**src/rtl/round_timer_pkg.sv**
```systemverilog
// round_timer_pkg: shared state encoding and default sizing for the round timer
package round_timer_pkg;
    localparam int SEC_W = 5;
    localparam int DEF_ROUND_SECS = 30;
    localparam int DEF_NUM_ROUNDS = 3;
    typedef enum logic [2:0] {IDLE, RUN, PAUSE, ROUND_END, GAME_OVER} state_t;
endpackage

```
**src/rtl/sec_prescaler.sv**
```systemverilog
// sec_prescaler: divides clk down to a one-cycle second tick while enabled
module sec_prescaler #(
    parameter int CLK_HZ = 4
) (
    input  logic clk,
    input  logic reset,
    input  logic en,
    input  logic clr,
    output logic tick
);
    localparam int CW = CLK_HZ > 1 ? $clog2(CLK_HZ) : 1;
    logic [CW-1:0] cnt;
    assign tick = en && cnt == CW'(CLK_HZ - 1);
    always_ff @(posedge clk)
        if (!reset || clr) cnt <= '0;
        else if (en) cnt <= tick ? '0 : cnt + 1'b1;
endmodule

```
**src/rtl/round_timer_ctrl.sv**
```systemverilog
// round_timer_ctrl: game-round sequencer with countdown, pause, scoring and game over
import round_timer_pkg::*;
module round_timer_ctrl #(
    parameter int CLK_HZ = 100_000_000,
    parameter int ROUND_SECS = DEF_ROUND_SECS,
    parameter int NUM_ROUNDS = DEF_NUM_ROUNDS,
    parameter int SCORE_W = 8
) (
    input  logic               clk,
    input  logic               reset,
    input  logic               start,
    input  logic               pause,
    input  logic               answer_valid,
    input  logic               answer_correct,
    output logic [SEC_W-1:0]   secs_left,
    output logic [1:0]         round_idx,
    output logic [SCORE_W-1:0] score,
    output logic               timer_active,
    output logic               timeout_pulse,
    output logic               game_over
);
    state_t state, state_nx;
    logic tick, go, expire, last, next_round;
    assign timer_active = state == RUN;
    assign game_over = state == GAME_OVER;
    sec_prescaler #(.CLK_HZ(CLK_HZ)) u_pre (
        .clk(clk), .reset(reset), .en(timer_active),
        .clr(!(state == RUN || state == PAUSE)), .tick(tick)
    );
    always_comb begin
        go = start && (state == IDLE || state == GAME_OVER);
        last = round_idx == 2'(NUM_ROUNDS - 1);
        next_round = state == ROUND_END && !last;
        expire = timer_active && tick && secs_left <= SEC_W'(1) && !answer_valid;
        state_nx = state;
        case (state)
            IDLE, GAME_OVER: state_nx = start ? RUN : state;
            RUN:             state_nx = (answer_valid || expire) ? ROUND_END : pause ? PAUSE : RUN;
            PAUSE:           state_nx = pause ? RUN : PAUSE;
            ROUND_END:       state_nx = last ? GAME_OVER : RUN;
            default:         state_nx = IDLE;
        endcase
    end
    always_ff @(posedge clk)
        state <= !reset ? IDLE : state_nx;
    always_ff @(posedge clk)
        if (!reset || go || next_round) secs_left <= SEC_W'(ROUND_SECS);
        else if (tick) secs_left <= secs_left == '0 ? '0 : secs_left - 1'b1;
    always_ff @(posedge clk)
        if (!reset || go) round_idx <= '0;
        else if (next_round) round_idx <= round_idx + 1'b1;
    always_ff @(posedge clk)
        if (!reset || go) score <= '0;
        else if (timer_active && answer_valid && answer_correct && score != {SCORE_W{1'b1}})
            score <= score + 1'b1;
    always_ff @(posedge clk)
        timeout_pulse <= reset && expire;
endmodule

```
**config.mk**
```make
export PLATFORM = sky130hd
export DESIGN_NAME = round_timer_ctrl
export DESIGN_NICKNAME = d
export VERILOG_FILES = /design/src/rtl/round_timer_pkg.sv /design/src/rtl/sec_prescaler.sv /design/src/rtl/round_timer_ctrl.sv
export SDC_FILE = /design/constraint.sdc
export NUM_CORES = 1
export LEC_CHECK = 0
export ABC_AREA = 1
export CORE_UTILIZATION = 35
export CTS_BUF_LIST = sky130_fd_sc_hd__clkbuf_4 sky130_fd_sc_hd__clkbuf_8 sky130_fd_sc_hd__clkbuf_16
export CTS_CLUSTER_SIZE = 16
export DETAILED_ROUTE_END_ITERATION = 16
export GPL_TIMING_DRIVEN = 0
export SLEW_MARGIN = 20
export SYNTH_ARGS = -nofsm -noshare
export SYNTH_HDL_FRONTEND = slang
export SYNTH_SLANG_ARGS = --single-unit
```
**constraint.sdc**
```tcl
create_clock -name clk -period 1.5 [get_ports clk]
set_input_delay 0.225 -clock clk [delete_from_list [all_inputs] [get_ports clk]]
set_output_delay 0.225 -clock clk [all_outputs]
set_load 0.01 [all_outputs]
```
After elaboration in Yosys (flattened, before gate mapping)
Cells that the tools add are included.

cells by class
  $add $sub $neg = 4
  order comparisons = 1
  equality and inequality tests = 8
  muxes and demuxes = 8
  reduce and logical (&&, ||, !) cells = 23

operators with widths
  kind                                                                              number
  27-bit by 1-bit adder with 27-bit output, second input constant                   1
  27-bit == test, second input constant                                             1
  27-bit 2-to-1 mux                                                                 1
  3-bit case mux with 4 select lines                                                1
  1-bit logical AND                                                                 10
  8-bit by 1-bit adder with 8-bit output, second input constant                     1
  8-bit != test, second input constant                                              1
  3-bit by 2-bit == test with 1-bit output, second input constant                   2
  1-bit logical OR                                                                  6
  2-bit 2-to-1 mux                                                                  3
  3-bit 2-to-1 mux                                                                  2
  5-bit by 1-bit less-or-equal comparator with 1-bit output, second input constant  1
  5-bit logical NOT                                                                 1
  5-bit 2-to-1 mux                                                                  1
  5-bit by 1-bit subtractor with 5-bit output, second input constant                1
  1-bit logical NOT                                                                 4
  3-bit by 1-bit == test with 1-bit output, second input constant                   1
  3-bit == test, second input constant                                              1
  3-bit logical NOT                                                                 1
  2-bit by 1-bit adder with 2-bit output, second input constant                     1
  2-bit == test, second input constant                                              1
  2-bit != test, second input constant                                              1
  2-bit OR reduction                                                                1

word-level totals
  flip-flop bits (word level) = 46
  input bits = 6
  output and inout port bits = 18
  logic and storage cells = 50

Longest topological paths before layout
Gate-level depths: netlist (run 1).

  depth in word-level cells = 8
  depth in mapped cells = 11
  gate-level depth less buffers = 11

Hierarchy
A second synthesis (run 1) with hierarchy kept.

unflattened totals
  cells, all modules = 417
  area, all modules = 2661.3 µm²

by module, submodules not included
  module            times used  cells each  area each (µm²)  sequential area each (µm²)
  sec_prescaler     1           266         1580.3           540.5
  round_timer_ctrl  1           151         1081.0           380.4

Worst setup path after synthesis (run 1)
OpenSTA, ideal clock, no wires.

  path type = register to register
  start = register u_pre.cnt[1]
  end = register u_pre.cnt[0]
  setup time = 134 ps
  arrival time = 1354 ps
  data required time = 1366 ps
  path slack = 13 ps
  cell stages (with the launch flop) = 12
  path buffers = 1
  period minus slack after synthesis = 1487 ps
  cells stage by stage = dfxtp_1 > ha_1 > nand3_1 > inv_1 > nand2_1 > nor2_1 > nand2_2 > nand2_4 > inv_4 > buf_12 > nand3_2 > o31ai_1

on the way
  word-level cells in the longest chain between the ends = 3

RTL lines
  element                 line                 source
  start, declared         sec_prescaler.sv:12  logic [CW-1:0] cnt;
  start signal, assigned  sec_prescaler.sv:16  else if (en) cnt <= tick ? '0 : cnt + 1'b1;
  27-bit == test          sec_prescaler.sv:13  assign tick = en && cnt == CW'(CLK_HZ - 1);
  1-bit logical AND       sec_prescaler.sv:13
  27-bit 2-to-1 mux       sec_prescaler.sv:16

Every way passes these cells.
A chain may end at the register's enable or synchronous reset.

Worst setup path after layout (run 1)
  start = register state[1]
  end = register u_pre.cnt[0]

on the way
  word-level cells in the longest chain between the ends = 4
  elaborated cells between the ends (all ways) = 7
  those cells by class = eq/ne (2); mux (1); reduce/logical (4)

RTL lines
  element                                                                                               line                                            source
  start, declared                                                                                       round_timer_ctrl.sv:22                          state_t state, state_nx;
  start signal, assigned                                                                                round_timer_ctrl.sv:45                          state <= !reset ? IDLE : state_nx;
  3-bit by 1-bit == test with 1-bit output or 3-bit by 2-bit == test with 1-bit output (tied branches)  round_timer_ctrl.sv:24, round_timer_ctrl.sv:28
  1-bit logical OR                                                                                      round_timer_ctrl.sv:28                          .clr(!(state == RUN || state == PAUSE)), .tick(tick)
  1-bit logical NOT                                                                                     round_timer_ctrl.sv:28
  1-bit logical OR                                                                                      sec_prescaler.sv:15                             if (!reset || clr) cnt <= '0;

Parallel ways exist; a longest one is shown, timed or not.

==> summary.txt, run 1 <==
Setup path
  • WP data required: 1690 ps
  • CP Capture Type: register
  • Critical path type: register to register
  • Reg-to-reg slack, setup: -50 ps
  • Worst reg2reg path depth: 10
  • CP arrival: between 1500 and 2000 ps
  • CP Launch Type: register
  • RR Startpoint: state[1]
  • CP max FO: 7
  • FF-to-FF End: u_pre.cnt[0]

GRT
  • Vias in the first global route: roughly 2,300
  • First-pass GRT wire length: roughly 10,000 microns
  • Gr ovfl total: 0
  • Largest net degree at the start of global routing: 17
  • Initial antenna violation count: 0
  • Gr usage total: 0.1714

Placed design
  • Area after DPL: 0.002855 sq mm
  • Dpl cells: 491
  • Placer Congestion: 0.8342
  • HPWL after DPL: 4081 microns
  • Port bufs: 23
  • Setup WS pre-CTS: -653.3 ps

CTS
  • CTS buffer count: 5
  • Clk slew on worst S/H paths: approximately 100 ps
  • CTS Root Cell: clkbuf_8
  • Worst skew pair latency: 310 ps
  • Hold_buf cts: 0
  • Max clock buf depth: 2
  • H-tree depth: 2
  • CTS tree: yes
  • # clock sinks: 46

Pwr
  • Cell leakage power: about 1.4 nW
  • Sw Ratio: 0.2698
  • Power Dens Cells: about 730 mW/mm^2
  • Pint: 1.956 mW
  • Maximum VDD drop: roughly 0.00046 V
  • Clock power frac: 0.365
  • Sequential Power Share: 0.464
  • Comb power frac: 0.171
  • Tot Pwr: around 2.7 mW
  • Net Sw Power: slightly above 700 uW

Drt
  • Detailed Routing Iterations Pass 1: 4
  • Total number of vias: between 2,000 and 3,000
  • Wire per inst: roughly 12 microns
  • DRT iter0 DRCs: between 100 and 150
  • Final ANT Viol Nets: 0
  • Vias per cell: ~4.8
  • DRC: 0
  • Wirelength, routed: ~6500 microns

Synthesis
  • Synthesis warning total: 0
  • Mapped Cells: between 300 and 400
  • Compound-cell area share of the yosys netlist: 0.1369
  • Mapped Area: 0.002505 sq mm
  • Post-synthesis simple-gate area fraction: 0.3417
  • Sequential fraction of the synthesis area: 0.3676
  • Post-synthesis xor/xnor area fraction: 0.02448
  • Syn nets: around 380
  • Avg Cell Area, Syn: a little under 7 sq um
  • #FFs+latches synth: 46
  • Mux cell area share after synthesis: 0
  • Post-synthesis adder-cell area fraction: 0.02997
  • Largest family of logic cells by synthesized area: simple AND/OR/NAND/NOR gates
  • Synth cell types: 37

Floorplanning
  • Die W: 86.60 microns
  • Die height: between 80 and 90 microns
  • Num ports: 24
  • Row count: 30
  • Die area: around 0.0075 sq mm
  • Initial core utilization: 0.3647
  • Core area: 0.006869 sq mm

Timing
  • WHS: 450.0 ps
  • Clock skew: 14.74 ps
  • Period utilization: 1.034
  • Setup-failing EPs final: 14
  • Endpoints failing hold: 0
  • RSZ-0062 raised after global routing: true
  • Pins over their slew limit: 0
  • Setup ws final: -51.60 ps
  • Slew margin rel.: 0.7650
  • Setup TNS: -196.6 ps
  • Fmax: between 0.6 and 0.7 GHz
  • Final worst path period need: 1552 ps
  • Worst Tran Pin Value: between 300 and 400 ps

Worst hold path
  • Hold Path Class: register to register
  • Hold Path Depth: 1
  • End of the worst hold path: score[4]
  • Hold_sp: score[4]

Flow run
  • MaxCap Viol Count: 0

Final layout
  • Layout area overhead: 46.05%
  • Design Area, Final: roughly 0.0037 sq mm
  • Layout cell share with drive strength beyond 1: 0.3532
  • Final net count: about 450
  • Final Util: 0.5326
  • Finished Layout Cells: around 530
  • # diodes: 0

Run status
  • Failing checks: negative setup slack
  • Status: finished with violations
[critical path: stages, from the launching register on]
cell	delay (ps)
dfxtp_2	370
nor3_4	220
buf_6	150
nand2_4	50
nor2_4	120
nand2_4	80
nand2_4	120
inv_8	60
buf_12	140
nand3_4	50
o31ai_2	60
[registers in the layout, indices dropped and copies added (netlist names)]
register and cells:
u_pre.cnt 27, secs_left 5, score 8, timeout_pulse 1
round_idx 2, state 3
[cell families (layout without fill, tap and decap cells)]
group                    count (synthesis)  count (layout)
XOR/XNOR                                 7               7
adder cells (fa/ha/maj)                  6               6
buffers and inverters                   61             125
AO/OA/AOI/OAI                           58              58
AND/OR/NAND/NOR                        194             194
flip-flops                              46              46
[cells in the final DEF, fill, tap and decap left out, drive strengths merged, types with 2 or more instances in the layout]
| master | synthesis | layout |
|---|---|---|
| nor3 | 14 | 14 |
| nor2 | 55 | 55 |
| dfxtp | 46 | 46 |
| nor4 | 3 | 3 |
| dlymetal6s2s | 0 | 3 |
| clkbuf | 1 | 5 |
| xnor2 | 2 | 2 |
| a31oi | 2 | 2 |
| nand3 | 29 | 29 |
| clkdlybuf4s50 | 0 | 18 |
| inv | 58 | 61 |
| nand2 | 88 | 88 |
| ha | 6 | 6 |
| buf | 1 | 36 |
| a21oi | 26 | 26 |
| xor2 | 5 | 5 |
| o21ai | 24 | 24 |
| a211oi | 2 | 2 |
[Yosys cell counts]
cell type,instances,share of area
dfxtp_1,46,0.37
nand4_1,1,0.0025
nand2_2,4,0.010
xor2_1,5,0.017
clkinv_2,1,0.0020
clkbuf_1,1,0.0015
nor4_1,3,0.0075
o31a_1,1,0.0035
and2_1,1,0.0025
buf_12,1,0.0080
nand3b_1,1,0.0030
nor3_4,1,0.0065
nor3b_1,1,0.0030
nor2_2,2,0.0050
nor2_1,52,0.078
ha_1,6,0.030
a21oi_1,23,0.046
a31oi_1,2,0.0050
inv_4,1,0.0025
inv_2,1,0.0015
inv_1,56,0.084
a21oi_2,3,0.010
nand2_4,1,0.0045
nor3_1,13,0.026
nor2_4,1,0.0045
nand3_2,2,0.0080
o211ai_1,1,0.0030
o21ai_0,17,0.034
o21ai_1,1,0.0020
nand3_1,27,0.054
o31ai_1,1,0.0030
o21a_1,1,0.0030
o21ai_2,6,0.021
nand2_1,83,0.12
or2_2,1,0.0025
a211oi_1,2,0.0060
xnor2_1,2,0.0070
[metal layers]
layer | up-vias | global-route usage | share of wire
met5 | - | 0 | 0
met4 | 0 | 0.05455 | 0.017
met3 | 13 | 0.03333 | 0.033
met2 | 42 | 0.2886 | 0.49
met1 | 1179 | 0.2206 | 0.45
li1 | 1323 | - | -
[worst max-delay path by stage]
stage | startpoint | end | slack (ps) | depth (start not counted)
after global placement | state[0] | timer_active | -650 | 4
after detailed placement | state[0] | timer_active | -650 | 4
after floorplan | u_pre.cnt[1] | u_pre.cnt[0] | 10 | 11
after global routing | state[0] | u_pre.cnt[0] | -150 | 11
final | state[1] | u_pre.cnt[0] | -50 | 10
after CTS | state[0] | u_pre.cnt[0] | -120 | 11
[power by group through the flow]
| stage | logic (mW) | registers [mW] | clock network [mW] |
|---|---|---|---|
| floorplan | 0.166 | 1.27 | 0 |
| global placement | 0.245 | 1.27 | 0 |
| detailed placement | 0.246 | 1.27 | 0 |
| CTS | 0.373 | 1.25 | 1.00 |
| global route | 0.490 | 1.25 | 1.07 |
| finish | 0.457 | 1.24 | 0.979 |
[cell type report]
class | count | area, sq um
Multi-Input combinational cell | 265 | 1664
Buffer | 1 | 20.02
Fill cell | 664 | 3211
Clock buffer | 5 | 68.82
Inverter | 59 | 241.5
Tap cell | 96 | 120.1
Sequential cell | 46 | 967.2
Timing Repair Buffer | 57 | 529.3
Clock inverter | 3 | 47.55
[what timing repair did]
item / CTS / global route
gates resized for setup: 68 / 79
endpoints found under the setup margin: 44 / 52
cloned: 1 / 0
pin swaps: 7 / 18
buffers inserted: 14 / 19
Note: power is estimated with default switching activity, not from simulation.
==> inputs of run 2 (changes only) <==
- CTS_CLUSTER_SIZE: 16 -> 8
==> results of run 2 <==
No change in the layout: final DEF, timing and power equal those of run 1.
